[src/rtl/cpu_issue_ctrl.sv]
// Issue sequencer for R-type instruction words: accepts one instruction, drives the
// datapath controls for a single cycle, then returns the captured ALU result.
module cpu_issue_ctrl #(
  parameter int CNT_W = 16
) (
  input  logic             clk,
  input  logic             rst,
  input  logic             instr_valid,
  input  logic [31:0]      instr,
  output logic             instr_ready,
  output logic [4:0]       read_reg1,
  output logic [4:0]       read_reg2,
  output logic [4:0]       write_reg,
  output logic [3:0]       ALU_Sel,
  output logic [4:0]       Shamt,
  output logic             write_enable,
  input  logic [31:0]      ALU_result,
  input  logic             Zero_flag,
  output logic             resp_valid,
  input  logic             resp_ready,
  output logic [31:0]      resp_data,
  output logic             resp_zero,
  output logic             resp_illegal,
  output logic [CNT_W-1:0] retired_cnt,
  output logic [CNT_W-1:0] illegal_cnt
);

  typedef enum logic [1:0] {
    IDLE = 2'd0,
    EXEC = 2'd1,
    RESP = 2'd2
  } state_e;

  state_e            state_q;
  logic [31:0]       instr_q;
  logic              instr_ready_q;
  logic              resp_valid_q;
  logic [31:0]       resp_data_q;
  logic              resp_zero_q;
  logic              resp_illegal_q;
  logic [CNT_W-1:0]  retired_cnt_q;
  logic [CNT_W-1:0]  retired_cnt_d;
  logic [CNT_W-1:0]  illegal_cnt_q;
  logic [CNT_W-1:0]  illegal_cnt_d;

  logic              dec_legal;
  logic [3:0]        dec_sel;
  logic              in_exec;

  // Decode works only on the latched word, so instr never reaches the datapath directly.
  always_comb begin
    dec_legal = 1'b0;
    dec_sel   = 4'd0;
    if (instr_q[31:26] == 6'h00) begin
      dec_legal = 1'b1;
      case (instr_q[5:0])
        6'h20:   dec_sel = 4'd0;
        6'h22:   dec_sel = 4'd1;
        6'h24:   dec_sel = 4'd2;
        6'h25:   dec_sel = 4'd3;
        6'h26:   dec_sel = 4'd4;
        6'h27:   dec_sel = 4'd5;
        6'h00:   dec_sel = 4'd6;
        6'h02:   dec_sel = 4'd7;
        6'h03:   dec_sel = 4'd8;
        6'h2A:   dec_sel = 4'd9;
        default: dec_legal = 1'b0;
      endcase
    end
  end

  assign in_exec = (state_q == EXEC);

  always_comb begin
    read_reg1    = 5'd0;
    read_reg2    = 5'd0;
    write_reg    = 5'd0;
    Shamt        = 5'd0;
    ALU_Sel      = 4'd0;
    write_enable = 1'b0;
    if (in_exec) begin
      read_reg1    = instr_q[25:21];
      read_reg2    = instr_q[20:16];
      write_reg    = instr_q[15:11];
      Shamt        = instr_q[10:6];
      ALU_Sel      = dec_legal ? dec_sel : 4'd0;
      // Writes to r0 are dropped here but the instruction still retires.
      write_enable = dec_legal && (instr_q[15:11] != 5'd0);
    end
  end

  // Saturating counters: hold at all-ones rather than wrapping.
  always_comb begin
    retired_cnt_d = retired_cnt_q;
    illegal_cnt_d = illegal_cnt_q;
    if (in_exec) begin
      if (dec_legal) begin
        if (retired_cnt_q != {CNT_W{1'b1}}) retired_cnt_d = retired_cnt_q + CNT_W'(1);
      end else begin
        if (illegal_cnt_q != {CNT_W{1'b1}}) illegal_cnt_d = illegal_cnt_q + CNT_W'(1);
      end
    end
  end

  always_ff @(posedge clk) begin
    if (rst) begin
      state_q        <= IDLE;
      instr_q        <= 32'd0;
      instr_ready_q  <= 1'b0;
      resp_valid_q   <= 1'b0;
      resp_data_q    <= 32'd0;
      resp_zero_q    <= 1'b0;
      resp_illegal_q <= 1'b0;
      retired_cnt_q  <= '0;
      illegal_cnt_q  <= '0;
    end else begin
      retired_cnt_q <= retired_cnt_d;
      illegal_cnt_q <= illegal_cnt_d;
      case (state_q)
        IDLE: begin
          instr_ready_q <= 1'b1;
          if (instr_valid && instr_ready_q) begin
            instr_q       <= instr;
            instr_ready_q <= 1'b0;
            state_q       <= EXEC;
          end
        end
        EXEC: begin
          resp_valid_q   <= 1'b1;
          resp_data_q    <= dec_legal ? ALU_result : 32'd0;
          resp_zero_q    <= dec_legal && Zero_flag;
          resp_illegal_q <= !dec_legal;
          state_q        <= RESP;
        end
        RESP: begin
          // Ready returns with the IDLE state, so no accept overlaps the response handshake.
          if (resp_ready) begin
            resp_valid_q  <= 1'b0;
            instr_ready_q <= 1'b1;
            state_q       <= IDLE;
          end
        end
        default: begin
          state_q       <= IDLE;
          instr_ready_q <= 1'b0;
          resp_valid_q  <= 1'b0;
        end
      endcase
    end
  end

  assign instr_ready  = instr_ready_q;
  assign resp_valid   = resp_valid_q;
  assign resp_data    = resp_data_q;
  assign resp_zero    = resp_zero_q;
  assign resp_illegal = resp_illegal_q;
  assign retired_cnt  = retired_cnt_q;
  assign illegal_cnt  = illegal_cnt_q;

endmodule

[config.mk]
export PLATFORM = sky130hd
export DESIGN_NAME = cpu_issue_ctrl
export DESIGN_NICKNAME = d
export VERILOG_FILES = /design/src/rtl/cpu_issue_ctrl.sv
export SDC_FILE = /design/constraint.sdc
export NUM_CORES = 1
export LEC_CHECK = 0
export BUFFER_PORTS_ARGS = -buffer_cell sky130_fd_sc_hd__buf_2
export CAP_MARGIN = 40
export CORE_ASPECT_RATIO = 0.6
export CORE_MARGIN = 1
export CORE_UTILIZATION = 38
export DETAILED_ROUTE_END_ITERATION = 6
export REMOVE_ABC_BUFFERS = 1
export SLEW_MARGIN = 20
export SYNTH_ARGS = -nofsm -noshare
export SYNTH_HDL_FRONTEND = slang
export SYNTH_SLANG_ARGS = --single-unit
[constraint.sdc]
create_clock -name clk -period 5.71 [get_ports clk]
set_clock_uncertainty 0.1 [all_clocks]
set_input_delay 0.571 -clock clk [delete_from_list [all_inputs] [get_ports clk]]
set_output_delay 0.571 -clock clk [all_outputs]
set_load 0.005 [all_outputs]
Yosys cells after proc, flatten, opt, wreduce, memory -nomap -nowiden
Index checks and enable logic that the tools add are counted.
W data, S select, Z words.
Storage, ports and cells
  register bits: 102
  bits in latches: 0
  bits in writable memories: 0
  memory bits (read-only): 0
  bits of input ports: 69
  output and inout bits: 93
  logic and storage cells: 64
  memories kept: 0
Operators by class
  add/subtract/negate cells: 2
  $mul: 0
  divide/modulo/power cells: 0
  magnitude comparators: 0
  eq/ne operators: 15
  shift operators: 0
  muxes and demuxes: 20
  bitwise logic cells: 3
  reduce and logical (&&, ||, !) cells: 15
Operator list (number)
  $eq A6 B6 Y1 const B: 7
  $pmux W4 S9: 1
  $add A16 B1 Y16 const B: 2
  $mux W32: 1
  $ne A16 B16 Y1 const B: 2
  $mux W5: 4
  $eq A6 B2 Y1 const B: 2
  $logic_not A6 Y1: 2
  $mux W4: 3
  $reduce_or A10 Y1: 1
  $reduce_and A2 Y1: 4
  $mux W1: 6
  $pmux W1 S3: 2
  $pmux W2 S3: 1
  $reduce_and A3 Y1: 2
  $reduce_bool A5 Y1: 1
  $mux W2: 2
  $ne A2 B2 Y1 const B: 2
  $logic_and A1 B1 Y1: 3
  $not A1 Y1: 3
  $eq A2 B1 Y1 const B: 1
  $eq A2 B2 Y1 const B: 1
  $logic_not A2 Y1: 1
  $logic_not A1 Y1: 1

Longest topological paths before layout
  word-level depth: 6
  depth in mapped cells: 8
  depth with buffers taken out: 6

Least setup slack after synthesis
No wires, ideal clock.
  path kind: register to output
  start: register state_q[0]
  end: output ALU_Sel[3]
  data arrival time: 1641 ps
  required time: 5039 ps
  path slack: 3398 ps
  stages on the path, launching flop included: 6
  buffers on the path: 1
  cell sequence: dfxtp_1 -> or3b_1 -> a2111oi_4 -> nand2_1 -> buf_6 -> nor3_1
Between the ends
  word-level cells in the longest chain between the ends: 2
Ends and longest elaborated chain
  start, declared: RTL line 34  | state_e state_q;
  start signal, assigned: RTL line 107  | state_q <= IDLE;
  start signal, assigned: RTL line 125  | state_q <= EXEC;
  start signal, assigned: RTL line 133  | state_q <= RESP;
  $eq A2 B1 Y1: RTL line 72  | assign in_exec = (state_q == EXEC);
  $mux W4: RTL line 81  | if (in_exec) begin
  end, declared: RTL line 14  | output logic [3:0] ALU_Sel,
No other way between the ends.

Worst setup path after layout
  start: register state_q[0]
  end: output ALU_Sel[1]
The elaborated chain is that of the path after synthesis.

==> flow_summary.json <==
{
  "yosys_warnings": 0,
  "ys_types": 49,
  "fin_nets": 735,
  "ctsHoldBuffers": 0,
  "cts_resized": 0,
  "grt_overflow": 0,
  "netlist_instances": 523,
  "wl_per_cell_um": 14.42,
  "ir_drop_v": 0.0001605,
  "tritoncts": "done",
  "grt_max_degree": 74,
  "start_util_pct": 40.01,
  "yosysSeqAreaShare_pct": 47.05,
  "hold_viol_final": 0,
  "ioPinCount": 162,
  "fp.coreArea_um2": 10850,
  "hold_end": "instr_q[24]",
  "synthTopCellsByCount": "102 x dfxtp_1, 76 x nand2_1, 62 x a21oi_1",
  "synth_edf_count": 0,
  "cts.clk_slew.worst_paths_ns": 0.07,
  "synth_largest_area_cell": "dfxtp_1",
  "drt_iter0_drc": 227,
  "yosys_most_used_dff": "dfxtp_1",
  "cp_top_family": "simple AND/OR/NAND/NOR gates",
  "crit_type": "reg2out",
  "wirelength_um": 11650,
  "synth.most_common_cell": "dfxtp_1",
  "cts_sinks": 102,
  "fin_setup_tns_ns": 0,
  "drive_gt1_share_pct": 28.85,
  "synth-async-reset-ratio_pct": 0,
  "cp-end-kind": "primary output",
  "clock_latency_ns": 0.34,
  "hold_path_depth": 2,
  "fp.dieH_um": 84.79,
  "power.density_nw_per_um2": 273.4,
  "drcViolationCount": 0,
  "rows": 29,
  "path_max_fanout": 11,
  "status": "finished, final reports clean",
  "max-slew-margin-rel_pct": 51.29,
  "syn_area_um2": 4340,
  "place_hpwl_um": 8020,
  "worst-endpoint-required_ns": 5.04,
  "avgSynthCellArea_um2": 8.299,
  "numPortBuffers": 161,
  "r2r_cells": 5,
  "path_cells": "or3b_1 -> a2111oi_4 -> nand2_1 -> nor3_1 -> buf_2",
  "cts_buffers": 9,
  "path_buf_inv": 1,
  "synth_top_area_share_pct": 47.05,
  "r2r_slack_ns": 2.97,
  "track_usage_pct": 19.84,
  "antenna_left": 0,
  "finalSetupViolCount": 0,
  "htreeDepth": 3,
  "min_from": "instr_q[24]",
  "antenna_found_initial": 1,
  "drv_slew": 0,
  "worstPathArrival_ns": 2.37,
  "place.gp.congestion": 0.8105,
  "area_delta_synth_final_pct": 27.33,
  "r2r_start": "state_q[0]",
  "grt_pass1_vias": 3700,
  "stdcell_area_um2": 5527,
  "drt_pass1_iterations": 4,
  "clockBufferDepth": 2,
  "worst_pin_slew_ns": 0.7307,
  "fp.dieW_um": 140.0,
  "via_count": 4208,
  "dieArea_um2": 11870,
  "leakagePower_nw": 2.294,
  "antennaDiodeCount": 0,
  "max_stage_delay_ns": 0.46,
  "slowest_stage": "dfxtp_1",
  "start_kind": "flop",
  "min_path_type": "reg2reg",
  "period_share_pct": 53.31,
  "dpl_cell_area_um2": 5220,
  "vias_per_cell": 5.208,
  "fmax_mhz": 328.5,
  "grt_pass1_wl_um": 18780,
  "cts_root_buf": "clkbuf_16",
  "postCtsSetupRepairBufs": 0,
  "rsz0062_at_grt": "false",
  "reg2reg_to": "retired_cnt[5]",
  "ys_ff_latch": 102,
  "synth_area_leaders": "dfxtp_1 47%, a21oi_1 7.1%, nand2_1 6.6%, a22oi_1 5.7%, nor2_1 4.8%",
  "layout_min_cycle_time_ns": 3.044,
  "max-cap-violations": 0
}
cells by family (layout without fill, tap and decap cells):
group                    after synthesis  after routing  synth area share (%)
AO/OA/AOI/OAI                        133            133                 19.86
XOR/XNOR                               2              2                0.4036
adder cells (fa/ha/maj)                2              2                0.5764
buffers and inverters                 43            189                 4.295
flip-flops                           102            102                 47.05
multiplexers                           3              3                0.7495
AND/OR/NAND/NOR                      238            238                 27.07
routing by layer:
metal	vias to the layer above	part of all wire (%)	wire, um	GRT usage (%)
li1	2132	-	-	-
met1	1932	50	5813	27.84
met3	6	8.1	943	7.245
met4	2	0.41	48	3.896
met5	-	0.11	13	0
met2	136	41	4829	29.05
cells in the final DEF (no fill, tap or decap), types with 3 or more instances in the layout:
master / netlist / routed
buf_4: 1 / 5
a22oi_1: 33 / 33
dfxtp_1: 102 / 102
nor2b_1: 5 / 5
a21oi_1: 62 / 62
nor4_1: 5 / 5
buf_2: 5 / 160
inv_1: 7 / 7
nand3_1: 14 / 14
inv_6: 0 / 3
o31ai_1: 9 / 9
and2_1: 20 / 20
clkbuf_16: 0 / 9
nand2_1: 76 / 76
nand4_1: 10 / 10
or3_1: 16 / 16
o21ai_0: 15 / 15
nor2_1: 55 / 55
or4_1: 12 / 12
nor3_1: 12 / 12
flip-flops by register name (all words and copies together) (netlist names):
| name | count |
|---|---|
| retired_cnt | 16 |
| instr_ready | 1 |
| instr_q | 32 |
| resp_zero | 1 |
| resp_data | 32 |
| resp_valid | 1 |
| state_q | 2 |
| resp_illegal | 1 |
| illegal_cnt | 16 |
tightest hold or removal path: cells and delay by family, from the launching register on:
kind	cells	cell delay (ns)
AOI/OAI and AO/OA	1	0.05
DFF	1	0.31
and+or+nand+nor	1	0.05
power breakdown:
part / internal (mW) / switching, mW / leakage (nW)
clock network: 0.357 / 0.279 / 0.147
registers: 0.732 / 0.0152 / 0.826
logic: 0.0537 / 0.0749 / 1.32
worst max path at each step:
stage | from | end | depth (start not counted)
finish | state_q[0] | ALU_Sel[1] | 5
global route | state_q[0] | ALU_Sel[1] | 5
CTS | state_q[0] | ALU_Sel[3] | 5
detailed placement | state_q[0] | ALU_Sel[3] | 5
global placement | state_q[0] | ALU_Sel[3] | 5
floorplan | instr_q[31] | retired_cnt[12] | 5
final cells by class:
cell class / count / area (um^2)
Multi-Input combinational cell: 378 / 2112
Clock inverter: 5 / 63.81
Fill cell: 1045 / 5323
Timing Repair Buffer: 166 / 865.8
Clock buffer: 11 / 242.7
Tap cell: 139 / 173.9
Sequential cell: 102 / 2042
Inverter: 7 / 26.28
stage by stage:
step | hold WS, ns | util, % | worst slack, ns | power, mW | std cells
2_1_floorplan | 0.3247 | - | 3.249 | 0.8231 | 487
6_report | 0.3497 | 50.94 | 2.666 | 1.511 | 808
5_1_grt | 0.3512 | 50.94 | 2.524 | 1.572 | 808
4_1_cts | 0.3502 | 50.94 | 2.654 | 1.531 | 808
3_3_place_gp | 0.3367 | 47.86 | 3.070 | 0.8874 | 791
3_5_place_dp | 0.3436 | 48.11 | 3.023 | 0.8931 | 792
Note: power is estimated with default switching activity, not from simulation.
